===== src/rtl/sdram_arbit.sv =====
// rtl/sdram_arbit.sv - SDRAM command-bus arbiter: init first, then one-at-a-time grants to refresh/write/read.
// Round-robin between write and read, refresh has priority, and a stuck owner is forcibly released.
module sdram_arbit #(
  parameter int          GRANT_TIMEOUT = 1024,
  parameter int          CNT_W         = 16,
  parameter logic [3:0]  NOP           = 4'b0111
) (
  input  logic        s_clk,
  input  logic        s_rst_n,
  input  logic [3:0]  init_cmd,
  input  logic [11:0] init_addr,
  input  logic        init_end,
  input  logic        req_aref,
  input  logic [3:0]  aref_cmd,
  input  logic [11:0] aref_addr,
  input  logic        aref_end,
  output logic        en_aref,
  input  logic        req_wr,
  input  logic [3:0]  wr_cmd,
  input  logic [11:0] wr_addr,
  input  logic [1:0]  wr_bank,
  input  logic        wr_end,
  output logic        en_wr,
  input  logic        req_rd,
  input  logic [3:0]  rd_cmd,
  input  logic [11:0] rd_addr,
  input  logic [1:0]  rd_bank,
  input  logic        rd_end,
  output logic        en_rd,
  output logic        sdram_cke,
  output logic [3:0]  sdram_cmd,
  output logic [11:0] sdram_addr,
  output logic [1:0]  sdram_bank,
  output logic        arb_timeout,
  output logic        arb_err
);

  typedef enum logic [4:0] {
    ARB_INIT  = 5'b00001,
    ARB_IDLE  = 5'b00010,
    ARB_AREF  = 5'b00100,
    ARB_WRITE = 5'b01000,
    ARB_READ  = 5'b10000
  } arb_state_t;

  localparam logic [CNT_W-1:0] TIMEOUT_CNT = CNT_W'(GRANT_TIMEOUT - 1);

  arb_state_t       state_q, state_d;
  logic             last_rd_q, last_rd_d;
  logic [CNT_W-1:0] cnt_q, cnt_d;
  logic             cke_q, cke_d;
  logic             timeout_q, timeout_d;
  logic             err_q, err_d;
  logic             grant_act;
  logic             grant_end;

  always_ff @(posedge s_clk or negedge s_rst_n) begin
    if (!s_rst_n) begin
      state_q   <= ARB_INIT;
      last_rd_q <= 1'b1;
      cnt_q     <= '0;
      cke_q     <= 1'b0;
      timeout_q <= 1'b0;
      err_q     <= 1'b0;
    end else begin
      state_q   <= state_d;
      last_rd_q <= last_rd_d;
      cnt_q     <= cnt_d;
      cke_q     <= cke_d;
      timeout_q <= timeout_d;
      err_q     <= err_d;
    end
  end

  always_comb begin
    state_d   = state_q;
    last_rd_d = last_rd_q;
    cnt_d     = cnt_q;
    cke_d     = 1'b1;
    timeout_d = 1'b0;
    err_d     = err_q;
    grant_act = 1'b0;
    grant_end = 1'b0;
    case (state_q)
      ARB_INIT: begin
        if (init_end) state_d = ARB_IDLE;
      end
      ARB_IDLE: begin
        cnt_d = '0;
        // On a wr/rd conflict, write wins only when read went last.
        if (req_aref) begin
          state_d = ARB_AREF;
        end else if (req_wr && (!req_rd || last_rd_q)) begin
          state_d   = ARB_WRITE;
          last_rd_d = 1'b0;
        end else if (req_rd) begin
          state_d   = ARB_READ;
          last_rd_d = 1'b1;
        end
      end
      ARB_AREF: begin
        grant_act = 1'b1;
        grant_end = aref_end;
      end
      ARB_WRITE: begin
        grant_act = 1'b1;
        grant_end = wr_end;
      end
      ARB_READ: begin
        grant_act = 1'b1;
        grant_end = rd_end;
      end
      default: state_d = ARB_IDLE;
    endcase

    // A real end in the final cycle is a clean exit, not a timeout.
    if (grant_act) begin
      cnt_d = cnt_q + CNT_W'(1);
      if (grant_end) begin
        state_d = ARB_IDLE;
        cnt_d   = '0;
      end else if (cnt_q == TIMEOUT_CNT) begin
        state_d   = ARB_IDLE;
        cnt_d     = '0;
        timeout_d = 1'b1;
        err_d     = 1'b1;
      end
    end
  end

  always_comb begin
    sdram_cmd  = NOP;
    sdram_addr = '0;
    sdram_bank = '0;
    case (state_q)
      ARB_INIT: begin
        sdram_cmd  = init_cmd;
        sdram_addr = init_addr;
      end
      ARB_AREF: begin
        sdram_cmd  = aref_cmd;
        sdram_addr = aref_addr;
      end
      ARB_WRITE: begin
        sdram_cmd  = wr_cmd;
        sdram_addr = wr_addr;
        sdram_bank = wr_bank;
      end
      ARB_READ: begin
        sdram_cmd  = rd_cmd;
        sdram_addr = rd_addr;
        sdram_bank = rd_bank;
      end
      default: ;
    endcase
  end

  assign en_aref     = (state_q == ARB_AREF);
  assign en_wr       = (state_q == ARB_WRITE);
  assign en_rd       = (state_q == ARB_READ);
  assign sdram_cke   = cke_q;
  assign arb_timeout = timeout_q;
  assign arb_err     = err_q;

endmodule

===== config.mk =====
export PLATFORM = sky130hd
export DESIGN_NAME = sdram_arbit
export DESIGN_NICKNAME = d
export VERILOG_FILES = /design/src/rtl/sdram_arbit.sv
export SDC_FILE = /design/constraint.sdc
export NUM_CORES = 1
export LEC_CHECK = 0
export BUFFER_PORTS_ARGS = -buffer_cell sky130_fd_sc_hd__buf_2
export CAP_MARGIN = 20
export CORE_ASPECT_RATIO = 1.1
export CORE_MARGIN = 1.5
export CORE_UTILIZATION = 40
export DETAILED_ROUTE_END_ITERATION = 8
export GPL_ROUTABILITY_DRIVEN = 0
export PLACE_DENSITY_LB_ADDON = 0.05
export RECOVER_POWER = 25
export SYNTH_ARGS = -nofsm -noshare
export SYNTH_HDL_FRONTEND = slang
export SYNTH_SLANG_ARGS = --single-unit

===== constraint.sdc =====
create_clock -name s_clk -period 2 [get_ports s_clk]
set_input_delay 0.1 -clock s_clk [delete_from_list [all_inputs] [get_ports s_clk]]
set_output_delay 0.1 -clock s_clk [all_outputs]
set_load 0.05 [all_outputs]

# Word level (Yosys, flattened, before mapping)
# Cells that the tools add are included.
[classes]
reduce_logical = 8
n_bitwise = 2
eq_ne = 6
muxes = 22
addsub = 1
[ops]
columns = ["op", "n"]
rows = [
  ["16-bit 2-to-1 mux", 4],
  ["12-bit one-hot mux with 4 select lines", 1],
  ["5-bit 2-to-1 mux", 7],
  ["16-bit by 1-bit adder with 16-bit output (second input constant)", 1],
  ["16-bit by 10-bit == test with 1-bit output (second input constant)", 1],
  ["4-bit one-hot mux with 4 select lines", 1],
  ["5-bit one-hot mux with 3 select lines", 1],
  ["1-bit 2-to-1 mux", 6],
  ["3-bit AND reduction", 2],
  ["5-bit by 1-bit == test with 1-bit output (second input constant)", 1],
  ["5-bit by 2-bit == test with 1-bit output (second input constant)", 1],
  ["5-bit by 3-bit == test with 1-bit output (second input constant)", 1],
  ["5-bit by 4-bit == test with 1-bit output (second input constant)", 1],
  ["5-bit == test (second input constant)", 1],
  ["2-bit one-hot mux with 2 select lines", 1],
  ["2-bit nonzero test", 2],
  ["1-bit one-hot mux with 3 select lines", 1],
  ["3-bit OR reduction", 1],
  ["1-bit inverter", 2],
  ["1-bit logical AND", 1],
  ["1-bit logical NOT", 1],
  ["1-bit logical OR", 1],
]
[word_totals]
inputBits = 77
register_bits = 25

# Logic depth before layout (Yosys ltp)
[depth]
ltp_word = 9
mapped_depth = 7

# Worst setup path before layout
# Ideal clock, no wire load.
[synth_path]
path_type = "register to output"
start = "reg state_q[4]"
end = "out sdram_addr[0]"
t_arrival_ns = 2.306
stages_incl_launch_ff = 7
required_ns = 1.900
path_slack_ns = -0.406
cell_sequence = "dfrtp_1 -> buf_6 -> or3_4 -> nor2_8 -> buf_1 -> a22oi_1 -> nand2_1"
[synth_between]
elab_chain_cells = 2
elab_cells_between_ends = 5
classes_between = "4 x eq/ne; 1 x mux"
[synth_rtl]
columns = ["item", "line", "text"]
rows = [
  ["start, declared", "48", "arb_state_t state_q, state_d;"],
  ["start signal, assigned", "66", "state_q <= state_d;"],
  ["5-bit by 3-bit == test with 1-bit output", "--", ""],
  ["named net en_aref", "17", "output logic en_aref,"],
  ["12-bit one-hot mux with 4 select lines", "135", "case (state_q)"],
  ["end, declared", "32", "output logic [11:0] sdram_addr,"],
]
# The timed path passes the listed nets, and every way through them passes these cells.

# Worst setup path in the final report
[layout_path]
start = "reg state_q[1]"
end = "out sdram_cmd[0]"
[layout_between]
elab_chain_cells = 2
elab_cells_between_ends = 5
classes_between = "4 x eq/ne; 1 x mux"
[layout_rtl]
columns = ["item", "line", "text"]
rows = [
  ["5-bit == test, or another cell as far along", "135", ""],
  ["4-bit one-hot mux with 4 select lines (*)", "135", ""],
  ["end, declared", "31", "output logic [3:0] sdram_cmd,"],
]
# Mark *: on every way between the ends. The rest lies on a longest branch, timed or not.

==> flow_summary_export.csv <==
group,metric,value,unit
final_layout,drive_above_1_share,49.9,%
pwr,power_density,1020,nW/um^2
hold_path,min_to,"last_rd_q",
die,die-area,4990,um^2
logic_synthesis,synth_common_cells,"29 x nand2_1, 26 x a22oi_1, 23 x dfrtp_1, 14 x a31oi_1, 14 x nor2_1",
route,wirelength,6.23,mm
setup_path,end_kind,"output pin",
setup_path,critPathLaunchType,"register",
place,dp.final_hpwl,4.60,mm
setup_path,cp.required,1.90,ns
clock_network,cts_buffers,3,
status,outcome,"finished with violations",
final_layout,syn2layout_area_growth,59.2,%
logic_synthesis,netlist.area_leader.share,31.4,%
die,die_w,67.5,um
logic_synthesis,synth_async_sr_flop_share,100,%
hold_path,min_from,"req_rd",
pwr,total_leakage_power,1.34,nW
logic_synthesis,syn_inst,218,
setup_path,crit_top_cell,"buf_4",
clock_network,cts_tree,"yes",
sta,rsz0062_at_grt,"yes",
setup_path,path_cells,"or3_4 > nor3b_4 > buf_4 > a222oi_1 > nand2_1 > buf_4",
global_routing,grt_pass1_wl,9.59,mm
setup_path,r2r_setup_slack,0.10,ns
setup_path,crit_arrival,1.90,ns
setup_path,crit_buf_inv,2,
route,avgViaCountPerCell,5.68,
clock_network,cts_max_path_buffers,2,
logic_synthesis,ys_types,48,
global_routing,grt_max_degree,26,
final_layout,diodes,0,
setup_path,crit_family,"simple AND/OR/NAND/NOR gates",
setup_path,critPathMaxFanout,7,
logic_synthesis,synth_area,1830,um^2
clock_network,clkTransAtPathRegs,0.09,ns
sta,finalHoldViolCount,0,
pwr,ir_drop,0.000399,V
clock_network,cts-root-buf,"clkbuf_8",
sta,setup_ws,-0.00219,ns
logic_synthesis,synth_most_common_cell,"nand2_1",
logic_synthesis,netlist_top_cells_area,"dfrtp_1 31%, a22oi_1 11%, nand2_1 5.9%",
die,io_pins,101,
sta,holdWs,0.0562,ns
sta,worst_pin_slew,1.30,ns
final_layout,fin_cells,395,
global_routing,grt_pass1_vias,2083,
logic_synthesis,ys_seq_elements,25,
status,violations,"negative setup slack",
sta,drv_slew,0,
global_routing,gr-total-overflow,0,
global_routing,grt.total_usage,25.0,%
die,die_h,74.0,um
flow_run,maxCapViolCount,0,
setup_path,rr_endpoint,"state_q[2]",
logic_synthesis,synth-edff-count,0,
sta,relSlewSlack,13.5,%
setup_path,crit_type,"reg2out",
hold_path,hold_class,"in2reg",
logic_synthesis,yosysTopAreaCell,"dfrtp_1",
die,core-area,4350,um^2
logic_synthesis,avgSynthCellArea,8.40,um^2
setup_path,cpPeakStageDelay,0.42,ns
setup_path,worstSetupStartpoint,"state_q[1]",
logic_synthesis,synthesis.nets,296,
setup_path,reg2reg_depth,6,
clock_network,htreeDepth,1,
route,drc,0,
route,num_vias,2245,
place,io_buffers,100,
setup_path,critPathSlowestCell,"or3_4",
sta,fin_worst_skew,0.00457,ns
die,rows,25,
place,dp_slack,0.000422,ns
clock_network,worstSkewPairLatency,0.28,ns
sta,finalCritPeriodShare,100,%
global_routing,antenna_found_initial,0,
clock_network,clkSinkCount,25,
route,drtAntennaViolNets,0,
final_layout,nets,420,
final_layout,fillers,394,
setup_path,rr_startpoint,"state_q[1]",
logic_synthesis,yosys_warnings,0,
logic_synthesis,seq_area_frac_synth,34.3,%
route,drt-pass1-iter-count,5,
sta,finalCriticalPeriod,2.00,ns
route,drtIter0Drc,119,
logic_synthesis,ys.flop_type,"dfrtp_1",
sta,finalSetupViolCount,1,
sta,timing.fmax,499,MHz
die,initial_core_util,42.1,%
route,wl_per_cell,15.8,um
place,placedCellCount,383,
hold_path,hold_depth,3,
metal layers:
metal	track usage [%]	wire [um]
met2	43.5	3160
met5	0	0
met1	30.8	2510
met3	3.33	392
met4	10.4	167
cells by family (layout without fill, tap and decap cells):
family | count (synthesis) | in the layout | share of synthesized area (%)
AO/OA/AOI/OAI | 79 | 79 | 31.1
buffers and inverters | 19 | 142 | 5.19
XOR/XNOR | 3 | 3 | 1.44
other | 1 | 1 | 0.205
adder cells (fa/ha/maj) | 1 | 1 | 0.683
flip-flops | 25 | 25 | 34.3
AND/OR/NAND/NOR | 90 | 90 | 27.1
worst max-delay path by stage:
stage | endpoint | slack, ns | cells past startpoint
final | sdram_cmd[0] | -0.002 | 6
after global routing | sdram_cmd[0] | -0.1 | 6
after CTS | sdram_addr[6] | 0.003 | 6
after detailed placement | state_q[2] | 0.0004 | 5
after global placement | state_q[2] | -0.05 | 5
after floorplan | sdram_addr[8] | 0.009 | 5
cell usage in the layout, fill, tap and decap left out, types with 3 or more instances in the layout:
cell and instances:
a31oi_1 8, a31oi_4 4, nor2_1 13, buf_2 81, a222oi_1 3, o21ai_0 10
nand2_2 11, xor2_1 3, and3_1 5, dfrtp_1 23, buf_4 30, nand4_1 3
nand3b_1 6, inv_1 6, a21oi_1 4, a22oi_1 26, or4_1 3, buf_6 9
buf_8 8, nand3_1 11, o22ai_1 3, clkbuf_8 3, nand2b_1 4, a22o_1 6
nand2_1 17
stage by stage:
stage	cell area, um^2	util (%)	power [mW]	setup TNS (ns)
floorplan	1860	-	1.82	0
detailed placement	2550	58.7	2.33	0
finish	2910	67.0	2.96	-0.00219
CTS	2710	62.2	2.74	0
global route	2910	67.0	3.16	-0.975
global placement	2550	58.7	2.32	-0.0732
flip-flops by register name, indices dropped and copies added (netlist names):
signal       cells
cnt_q           16
state_q          5
sdram_cke        1
arb_timeout      1
arb_err          1
last_rd_q        1
worst reg2reg max path: cells and delay by family, from the launching register on:
kind            cells  cell delay, ns
compound gates      3            0.58
buf+inv             1            0.18
simple gates        2            0.62
flops               1            0.41
power breakdown:
group | internal [mW] | switching (mW)
logic | 0.842 | 1.18
registers | 0.570 | 0.0468
clock network | 0.142 | 0.175
total | 1.55 | 1.41
what timing repair did:
| action | in CTS | in global routing |
|---|---|---|
| endpoints found under the hold margin | 24 | 0 |
| buffers inserted | 1 | 5 |
| endpoints found under the setup margin | 21 | 34 |
| hold buffers | 2 | 0 |
| gates resized for setup | 25 | 36 |
| pin swaps | 1 | 8 |
layout make-up:
| type | instances | area (um^2) | area share (%) |
|---|---|---|---|
| Clock buffer | 3 | 41.3 | 1.42 |
| Clock inverter | 1 | 7.51 | 0.258 |
| Inverter | 6 | 22.5 | 0.773 |
| Multi-Input combinational cell | 174 | 1250 | 42.9 |
| Sequential cell | 25 | 628 | 21.6 |
| Tap cell | 54 | 67.6 | 2.32 |
| Timing Repair Buffer | 132 | 896 | 30.7 |
Note: power is estimated with default switching activity, not from simulation.
